File: src/rtl/order_scheduler.sv
// ---------------------------------------------------------------------------
// order_scheduler: round-robin order intake, matching-engine handshake, trade FIFO
// Revision: 1.0
// ---------------------------------------------------------------------------
`default_nettype none

module order_scheduler #(
  parameter int N_REQ      = 4,
  parameter int ENGINE_LAT = 1,
  parameter int FIFO_DEPTH = 4
) (
  input  logic                 clk,
  input  logic                 reset,
  input  logic [N_REQ-1:0]     req_valid,
  input  logic [N_REQ-1:0]     req_side,
  input  logic [8*N_REQ-1:0]   req_price,
  output logic [N_REQ-1:0]     req_ready,
  output logic [7:0]           buy_price,
  output logic [7:0]           sell_price,
  input  logic                 match_flag,
  input  logic [7:0]           trade_price,
  output logic                 trade_valid,
  output logic [10:0]          trade_data,
  input  logic                 trade_ready,
  output logic [15:0]          trade_count,
  output logic                 overflow
);

  localparam int CW = (ENGINE_LAT < 1) ? 1 : $clog2(ENGINE_LAT + 1);
  localparam int AW = (FIFO_DEPTH > 1) ? $clog2(FIFO_DEPTH) : 1;

  localparam logic [1:0] IDLE  = 2'd0;
  localparam logic [1:0] WAIT  = 2'd1;
  localparam logic [1:0] CHECK = 2'd2;

  logic [1:0]    state;
  logic [2:0]    last_grant;
  logic [2:0]    src_id;
  logic [CW-1:0] wait_cnt;

  // Inputs padded to the maximum requester count so a 3-bit index is always in range
  logic [7:0]    valid_pad;
  logic [7:0]    side_pad;
  logic [63:0]   price_pad;
  logic [7:0]    onehot;
  logic [3:0]    cand;
  logic [2:0]    grant_idx;
  logic          grant_any;
  logic          xfer;
  logic [7:0]    grant_price;

  assign valid_pad   = 8'(req_valid);
  assign side_pad    = 8'(req_side);
  assign price_pad   = 64'(req_price);
  assign grant_price = price_pad[{grant_idx, 3'b000} +: 8];

  always_comb begin
    grant_idx = 3'd0;
    grant_any = 1'b0;
    cand      = 4'd0;
    for (int k = 1; k <= N_REQ; k++) begin
      cand = {1'b0, last_grant} + 4'(k);
      if (cand >= 4'(N_REQ)) begin
        cand = cand - 4'(N_REQ);
      end
      if (!grant_any && valid_pad[cand[2:0]]) begin
        grant_any = 1'b1;
        grant_idx = cand[2:0];
      end
    end
  end

  assign onehot    = 8'd1 << grant_idx;
  assign req_ready = (state == IDLE && !reset && grant_any) ? onehot[N_REQ-1:0] : '0;
  assign xfer      = |(req_valid & req_ready);

  always_ff @(posedge clk) begin
    if (reset) begin
      state      <= IDLE;
      buy_price  <= 8'd0;
      sell_price <= 8'hFF;
      last_grant <= 3'(N_REQ - 1);
      src_id     <= 3'd0;
      wait_cnt   <= '0;
    end else begin
      case (state)
        IDLE: begin
          if (xfer) begin
            if (side_pad[grant_idx]) begin
              sell_price <= grant_price;
            end else begin
              buy_price  <= grant_price;
            end
            last_grant <= grant_idx;
            src_id     <= grant_idx;
            wait_cnt   <= CW'(ENGINE_LAT);
            state      <= WAIT;
          end
        end
        WAIT: begin
          if (wait_cnt <= CW'(1)) begin
            state <= CHECK;
          end else begin
            wait_cnt <= wait_cnt - CW'(1);
          end
        end
        CHECK: begin
          state <= IDLE;
        end
        default: begin
          state <= IDLE;
        end
      endcase
    end
  end

  logic [10:0] mem [FIFO_DEPTH];
  logic [AW-1:0] wr_ptr;
  logic [AW-1:0] rd_ptr;
  logic [AW:0]   fill;
  logic          push;
  logic          pop;
  logic          full;
  logic          do_write;

  assign push        = (state == CHECK) && match_flag;
  assign trade_valid = (fill != '0);
  assign pop         = trade_valid && trade_ready;
  assign full        = (fill == (AW+1)'(FIFO_DEPTH));
  // When full, a same-cycle pop frees the head slot, which is the slot being written
  assign do_write    = push && (!full || pop);
  assign trade_data  = mem[rd_ptr];

  always_ff @(posedge clk) begin
    if (do_write && !reset) begin
      mem[wr_ptr] <= {src_id, trade_price};
    end
  end

  always_ff @(posedge clk) begin
    if (reset) begin
      wr_ptr      <= '0;
      rd_ptr      <= '0;
      fill        <= '0;
      trade_count <= 16'd0;
      overflow    <= 1'b0;
    end else begin
      if (do_write) begin
        wr_ptr <= wr_ptr + AW'(1);
      end
      if (pop) begin
        rd_ptr <= rd_ptr + AW'(1);
      end
      case ({do_write, pop})
        2'b10:   fill <= fill + (AW+1)'(1);
        2'b01:   fill <= fill - (AW+1)'(1);
        default: fill <= fill;
      endcase
      if (push && full && !pop) begin
        overflow <= 1'b1;
      end
      if (push && trade_count != 16'hFFFF) begin
        trade_count <= trade_count + 16'd1;
      end
    end
  end

endmodule

`default_nettype wire
File: config.mk
export PLATFORM = sky130hd
export DESIGN_NAME = order_scheduler
export DESIGN_NICKNAME = d
export VERILOG_FILES = /design/src/rtl/order_scheduler.sv
export SDC_FILE = /design/constraint.sdc
export NUM_CORES = 1
export LEC_CHECK = 0
export CORE_ASPECT_RATIO = 1.2
export CORE_UTILIZATION = 46
export DETAILED_ROUTE_END_ITERATION = 16
export PLACE_DENSITY = 0.75
export SYNTH_ARGS = -nofsm -noshare
export SYNTH_HDL_FRONTEND = slang
export SYNTH_SLANG_ARGS = --single-unit
File: constraint.sdc
create_clock -name clk -period 4.8 [get_ports clk]
set_clock_uncertainty 0.2 [all_clocks]
set_input_delay 1.2 -clock clk [delete_from_list [all_inputs] [get_ports clk]]
set_output_delay 1.2 -clock clk [all_outputs]
set_load 0.01 [all_outputs]
==> out/qor.csv, run 1 <==
metric;value;unit
r2r_end;sell_price[1];
cp.arrival;3300;ps
totalWireLength;9.33;mm
clock_sinks;93;
fin_ws;95.5;ps
avgViaCountPerCell;5.33;
ys_seq_area_share;54.0;%
vias;3238;
placed_area;5470;sq um
status;finished, final reports clean;
synthesis.area;4270;sq um
crit-reg2reg-launch;last_grant[1];
drive_gt1_share;15.8;%
crit_path_start_kind;input pin;
die_h;107;um
synth_ff_type;dfxtp_1;
hpwl;6.72;mm
antennaDiodeCount;0;
max_freq;213;MHz
start_util;47.2;%
detail_route.wl_per_cell;15.3;um
hold_path_class;flop to flop;
grtUsageTotal;20.1;%
drtIter0Drc;106;
crit_required;3400;ps
cellPowerDensity;400;nW/um^2
place_ws;-227;ps
core_region_area;9030;sq um
grt_pass1_wl;15.1;mm
antenna_found_initial;0;
gp_congestion;0.831;
slew_violations;0;
worst_r2r_path_depth;11;
cts_tree;yes;
drc;0;
ir_drop;0.279;mV
ys_seq_elements;93;
ys_types;53;
synth.top_cell.area_share;31.0;%
cp-startpoint;req_valid[3];
portBuffers;100;
dieArea;9660;sq um
finalCritPeriodShare;98.0;%
grt_overflow;0;
grt_max_degree;48;
grt_pass1_vias;3296;
ant_nets;0;
hold_slack;283;ps
nets;543;
worst_skew_pair.late_latency;350;ps
synth_cells;363;
io-pin-count;101;
cts_max_path_buffers;2;
ys_warn_count;0;
final_cell_mix;clkdlybuf4s50_1 (95), dfxtp_1 (49), nor2_1 (48);
leakage;2.11;nW
die-width;89.9;um
numCtsBuffers;9;
finalHoldViolCount;0;
crit_end;req_ready[1];
clkTransAtPathRegs;90;ps
final_common_cell;clkdlybuf4s50_1;
cp_max_fo;4;
yosys-top-cells-area;edfxtp_1 (31%), dfxtp_1 (23%), mux4_2 (6.9%), nor2_1 (4.4%), mux2i_1 (4.2%);
final_area;5760;sq um
async_flop_share;0;%
regToRegSetupSlack;1310;ps
worstSetupPathType;input pin to output port;
drt_pre_antenna_iters;4;
synth_top_area_cell;edfxtp_1;
synth-edff-count;44;
syn_area_per_cell;11.8;sq um
tightestPinTransition;702;ps
rows;38;
htree_levels;3;
areaGrowthSynthToFinish;35.1;%
cap_violations;0;
crit_path_end_kind;output port;
period_minus_slack;4700;ps
synth_fp_nets;423;
setup_viol_count_final;0;
slew_headroom;53.1;%
root_buffer;clkbuf_8;
-- routing by layer --
metal	global-route usage, %	vias up	part of all wire, %
li1	-	1569	-
met1	20.5	1542	40
met2	37.9	106	52
met3	5.08	21	5.6
met4	10.5	0	2.5
met5	0	-	0
-- critical path: stages --
cell             delay [ps]
clkdlybuf4s50_1         530
mux4_2                  280
nand2_2                  80
buf_4                   150
a311o_1                 400
buf_4                   170
nor3_1                  180
dlygate4sd2_1           320
-- cell usage after synthesis (all sizes together) (3+ instances only) --
cell,instances
nor2b,8
edfxtp,44
mux4,14
inv,11
nand4,6
dfxtp,49
and2,6
o21ai,18
nor3,7
nand2b,3
mux2i,20
nand3,6
or3,6
buf,8
nor2,50
o31ai,7
ha,7
clkbuf,8
nand2,18
mux2,7
xor2,10
xnor2,5
a21oi,19
-- per-stage QoR --
step           instances  setup TNS, ps  total power, mW  util, %
6_report             608              0             2.31     63.8
3_3_place_gp         585           -363             1.73     60.5
5_1_grt              608          -30.4             2.43     63.8
3_5_place_dp         585           -737             1.75     60.5
4_1_cts              606          -61.7             2.31     63.4
2_1_floorplan        363              0             1.44        -
-- timing repair --
| item | in CTS | in global routing |
|---|---|---|
| setup endpoints to repair | 4 | 3 |
| pin swaps | 5 | 4 |
| hold buffers | 0 | 0 |
| gates resized for setup | 8 | 5 |
| buffers inserted | 5 | 2 |
-- sequential cells by signal, indices dropped and copies added, names as in the netlist, named ones only --
| register | flops |
|---|---|
| sell_price | 8 |
| state | 2 |
| src_id | 2 |
| trade_count | 16 |
| wr_ptr | 2 |
| mem | 44 |
| rd_ptr | 2 |
| fill | 3 |
| last_grant | 3 |
| buy_price | 8 |
| overflow | 1 |
-- worst min-delay path by stage --
stage	from	end	slack, ps	depth (start not counted)
6_report	overflow	overflow	280	2
3_5_place_dp	overflow	overflow	280	2
4_1_cts	overflow	overflow	300	2
2_1_floorplan	state[0]	state[1]	240	2
5_1_grt	buy_price[6]	buy_price[6]	320	2
3_3_place_gp	buy_price[7]	buy_price[7]	260	2
-- logic make-up (layout without fill, tap and decap cells) --
logic type | count (synthesis) | count (layout) | share of synthesized area [%]
muxes | 41 | 41 | 14.4
adders and majority gates | 8 | 8 | 2.52
and+or+nand+nor | 117 | 117 | 13.3
buffers and inverters | 27 | 152 | 3.26
AOI/OAI and AO/OA | 62 | 62 | 9.47
DFF | 93 | 93 | 54.0
xor gates and xnor gates | 15 | 15 | 3.08
-- cell type report --
| class | instances | area, sq um |
|---|---|---|
| clock buffers | 11 | 156 |
| clock inverters | 5 | 55.1 |
| fillers | 748 | 3270 |
| inverters | 11 | 41.3 |
| multi-input cells | 243 | 1870 |
| flip-flops and latches | 93 | 2300 |
| well taps | 120 | 150 |
| repair buffers | 125 | 1190 |
-- where the power goes --
part / total (mW) / internal (mW) / switching (mW)
clock: 0.540 / 0.279 / 0.261
combinational: 0.810 / 0.429 / 0.381
sequential: 0.957 / 0.902 / 0.0559
Note: power is estimated with default switching activity, not from simulation.
==> inputs of run 2 (changes only) <==
- SETUP_SLACK_MARGIN: unset -> 0.1
==> run 2 against run 1 <==
  * Core utilization decreased by 0.17 points
  * Critical path depth unchanged
  * Routed wire length about the same
  * Maximum frequency increased by 2.2%
  * Final cell count decreased by 0.16%
  * Critical path type unchanged
  * Largest cell class unchanged
==> out/qor.csv, run 2 (synthesis gave the netlist of run 1 again) <==
metric;value;unit;change
status;finished, final reports clean;;
crit_path_end_kind;output port;;
cap_violations;0;;unchanged
grt_pass1_wl;15.2;mm;about the same
period_minus_slack;4600;ps;-101 ps
root_buffer;clkbuf_8;;
final_cell_mix;clkdlybuf4s50_1 (95), dfxtp_1 (49), nor2_1 (48);;
core_region_area;9030;sq um;unchanged
max_freq;217;MHz;+2.2%
grt_overflow;0;;unchanged
rsz0062_at_grt;true;;
tightestPinTransition;714;ps;+11.2 ps
worst_skew_pair.late_latency;350;ps;about the same
hpwl;6.72;mm;unchanged
grt_pass1_vias;3302;;+0.18%
hold_buffers;0;;unchanged
cts_max_path_buffers;2;;unchanged
postLayoutCoreUtil;63.6;%;-0.17 points
gr-usage-met3;5.08;%;unchanged
totalWireLength;9.32;mm;about the same
finalCritPeriodShare;95.9;%;-2.1 points
worstSetupPathType;input pin to output port;;
nets;542;;-0.18%
dp_cells;585;;unchanged
vias;3241;;+0.093%
cts_tree;yes;;
setup_viol_count_final;0;;unchanged
leakage;2.09;nW;-1.0%
areaGrowthSynthToFinish;34.8;%;
placed_area;5470;sq um;unchanged
power.total;2.30;mW;-0.20%
drt_pre_antenna_iters;4;;unchanged
rows;38;;unchanged
numCtsBuffers;9;;unchanged
hold_slack;283;ps;+0.0140 ps
antennaDiodeCount;0;;unchanged
hold_path_class;flop to flop;;
final_cells;607;;-0.16%
slew_headroom;52.4;%;-0.75 points
slew_violations;0;;unchanged
final_area;5750;sq um;-0.26%
drtIter0Drc;97;;-8.5%
grt_max_degree;48;;unchanged
antenna_found_initial;0;;unchanged
drive_gt1_share;15.8;%;+0.032 points
regMostFlops;mem;;
avgViaCountPerCell;5.34;;+0.26%
crit_path_start_kind;input pin;;
start_util;47.2;%;unchanged
clock_sinks;93;;unchanged
met2_usage;37.9;%;+0.055 points
dieArea;9660;sq um;unchanged
drc;0;;unchanged
cellPowerDensity;401;nW/um^2;about the same
portBuffers;100;;unchanged
htree_levels;3;;unchanged
final_common_cell;clkdlybuf4s50_1;;
gp_congestion;0.831;;unchanged
busiest_layer;met2;;
ir_drop;0.279;mV;about the same
grt_use_met1;20.5;%;unchanged
clkTransAtPathRegs;90;ps;about the same
ant_nets;0;;unchanged
reg.largest.list;mem x44, trade_count x16;;
detail_route.wl_per_cell;15.4;um;about the same
cp.arrival;3200;ps;-100 ps
crit_required;3400;ps;about the same
cp_max_fo;4;;unchanged
die_h;107;um;unchanged
grtUsageTotal;20.1;%;about the same
largest_register_ffs;44;;unchanged
io-pin-count;101;;unchanged
finalHoldViolCount;0;;unchanged
die-width;89.9;um;unchanged
==> run 2: cell types whose count changed in the layout (fill, tap and decap cells not counted), sizes merged <==
cell and change:
buf -1, clkbuf +1, dlymetal6s2s -1
==> run 2: repair_timing <==
action	4_1_cts	5_1_grt
setup endpoints to repair	4	3
buffers inserted	5	1
pin swaps	5	4
gates cloned	0	0
hold endpoints to repair	0	0
gates resized for setup	9	7
==> run 2: power breakdown <==
group	internal, mW	switching (mW)	total (mW)
Clock	0.279	0.261	0.540
Sequential	0.902	0.0560	0.958
Combinational	0.426	0.380	0.806
==> run 2: worst paths after layout <==
check                startpoint             to  slack (ps)  depth (start not counted)
hold reg to reg        overflow       overflow         280                          2
setup reg to reg  last_grant[1]  sell_price[1]        1300                         11
setup / recovery   req_valid[3]   req_ready[1]         200                          8
hold / removal         overflow       overflow         280                          2
==> run 2: layout make-up <==
type | instances | area, sq um
clock buffer | 11 | 156
inverter | 11 | 41.3
tap | 120 | 150
multi-input combinational | 243 | 1870
fill | 751 | 3290
timing repair buffer | 124 | 1170
sequential | 93 | 2300
clock inverter | 5 | 55.1
==> run 2: routing by layer <==
layer  part of all wire (%)  vias to the layer above
met1                     39                     1539
met5                      0                        -
met2                     53                      112
met4                    2.3                        0
li1                       -                     1571
met3                    5.8                       19
==> run 2: worst max-delay path, cell delays in order <==
cell,delay [ps]
clkdlybuf4s50_1,530
mux4_2,280
nand2_2,80
buf_4,150
a311o_1,410
buf_4,170
nor3_1,190
clkbuf_2,180
==> run 2: per-stage QoR <==
stage | setup TNS [ps] | setup WS [ps]
finish | 0 | 197
global route | 0 | 61.3
CTS | -61.7 | -61.7
detailed placement | -737 | -227
global placement | -363 | -107
floorplan | 0 | 632
==> inputs of run 3 (changes only) <==
- CORE_UTILIZATION: 46 -> 50
- PLACE_DENSITY: 0.75 -> 0.8
==> run 3 against run 2 <==
  * Highest routed layer unchanged
  * Flip-flop and latch count stayed put
  * Final cell count is 1.2% lower
  * Largest power group unchanged
  * Die area is 7.8% lower
  * Cell area is 0.54% lower
  * Maximum frequency is 0.37% higher
  * Clock power is 5.0% higher
  * Sequential share of layout area is 0.22 points higher
  * Register-to-register slack better by 30 ps
  * Clock-buffer cell count is 1 lower
  * Via count is 1.8% lower
  * Critical path depth stayed put
  * Total power is 0.42% higher
==> out/qor.csv, run 3 (synthesis gave the netlist of run 1 again) <==
metric;value;unit;change
status;finished, final reports clean;;
crit-reg2reg-launch;last_grant[1];;
crit_required;3400;ps;about the same
die-width;86.3;um;-4.0%
ant_nets;0;;unchanged
setup_viol_count_final;0;;unchanged
regToRegSetupSlack;1330;ps;+30 ps
power.total;2.31;mW;+0.42%
rsz0062_at_grt;false;;
worst_r2r_path_depth;12;;+1
cap_violations;0;;unchanged
crit_path_start_kind;input pin;;
r2r_end;sell_price[4];;
grt_pass1_vias;3143;;-4.8%
areaGrowthSynthToFinish;34.0;%;
drtIter0Drc;120;;+24%
worstSetupPathType;input pin to output port;;
antennaDiodeCount;0;;unchanged
dp_cells;582;;-0.51%
regMostFlops;mem;;
nets;541;;-0.18%
cellPowerDensity;405;nW/um^2;+0.97%
rows;36;;-5.3%
hold_slack;273;ps;-9.93 ps
die_h;103;um;-4.0%
max_freq;218;MHz;+0.37%
portBuffers;100;;unchanged
antenna_found_initial;0;;unchanged
core_region_area;8200;sq um;-9.3%
vias;3182;;-1.8%
cts_max_path_buffers;2;;unchanged
root_buffer;clkbuf_8;;
final_cell_mix;clkdlybuf4s50_1 (95), nor2_1 (50), dfxtp_1 (49);;
leakage;2.06;nW;-1.3%
clock_sinks;93;;unchanged
grt_max_degree;48;;unchanged
start_util;52.0;%;+4.8 points
drt_pre_antenna_iters;4;;unchanged
hold_end;overflow;;
hp-start;overflow;;
crit_path_end_kind;output port;;
htree_levels;3;;unchanged
slew_headroom;51.8;%;-0.55 points
clkTransAtPathRegs;90;ps;about the same
detail_route.wl_per_cell;14.9;um;-3.0%
min_path_cells;2;;unchanged
io-pin-count;101;;unchanged
grt_pass1_wl;14.8;mm;-2.2%
totalWireLength;8.93;mm;-4.1%
grt_overflow;0;;unchanged
ir_drop;0.237;mV;-15%
avgViaCountPerCell;5.30;;-0.67%
tightestPinTransition;722;ps;+8.26 ps
finalCritPeriodShare;95.5;%;-0.35 points
hpwl;6.56;mm;-2.4%
drive_gt1_share;14.8;%;-1.0 points
final_cells;600;;-1.2%
dieArea;8910;sq um;-7.8%
hold_buffers;0;;unchanged
largest_register_ffs;44;;unchanged
drc;0;;unchanged
slew_violations;0;;unchanged
gp_congestion;0.821;;-1.1%
period_minus_slack;4590;ps;-17.0 ps
finalHoldViolCount;0;;unchanged
numCtsBuffers;9;;unchanged
fin_ws;214;ps;+17.0 ps
reg.largest.list;mem x44, trade_count x16;;
final_common_cell;clkdlybuf4s50_1;;
cp_max_fo;4;;unchanged
hold_path_class;flop to flop;;
cts_tree;yes;;
cp.arrival;3190;ps;about the same
worst_skew_pair.late_latency;340;ps;about the same
place_ws;-183;ps;+44.1 ps
grtUsageTotal;21.5;%;+1.3 points
run 3: changes by cell type in the layout (fill, tap and decap cells not counted), sizes merged:
| cell | delta |
|---|---|
| dlygate4sd2 | +1 |
| clkinvlp | +1 |
| clkbuf | -1 |
| inv | -1 |
| dlymetal6s2s | -1 |
| bufinv | +1 |
| buf | -1 |
run 3: layer usage:
layer | vias up | global-route usage [%] | wire length (um)
met5 | - | 0 | 0
met4 | 0 | 10.5 | 263
met2 | 92 | 38.1 | 4530
met3 | 25 | 5.56 | 533
met1 | 1492 | 24.1 | 3610
li1 | 1573 | - | -
run 3: metrics by stage:
step,TNS (ps),utilization [%],area (sq um)
after floorplan,0,-,4270
after global placement,-247,66.9,5480
after detailed placement,-668,66.9,5480
after CTS,0,69.8,5720
after global routing,0,69.7,5720
final,0,69.7,5720
run 3: worst max-delay path by stage:
stage,startpoint,to,slack [ps]
finish,req_valid[1],req_ready[0],210
global route,req_valid[0],req_ready[0],100
CTS,req_valid[1],req_ready[1],160
detailed placement,req_valid[0],req_ready[2],-180
global placement,req_valid[0],req_ready[2],-90
floorplan,req_valid[0],req_ready[1],630
run 3: critical path, stage by stage:
cell and delay, ps:
clkdlybuf4s50_1 470, mux4_2 510, nand2_2 120, buf_4 120, a311o_1 250, nor2_1 70
and2_1 160, dlygate4sd2_1 280
run 3: area by class of cell:
| type | count | area [sq um] |
|---|---|---|
| Tap cell | 114 | 143 |
| Clock buffer | 10 | 128 |
| Inverter | 11 | 41.3 |
| Sequential cell | 93 | 2300 |
| Timing Repair Buffer | 123 | 1160 |
| Clock inverter | 6 | 93.8 |
| Multi-Input combinational cell | 243 | 1850 |
| Fill cell | 633 | 2480 |
run 3: where the power goes:
part	internal (mW)	switching, mW	total, mW
logic	0.417	0.373	0.790
clock network	0.299	0.268	0.567
registers	0.901	0.0542	0.956
run 3: repair_timing:
| item | in CTS | in global routing |
|---|---|---|
| endpoints found under the setup margin | 4 | 1 |
| setup buffers | 2 | 0 |
| pin swaps | 5 | 0 |
| gates resized for setup | 8 | 3 |
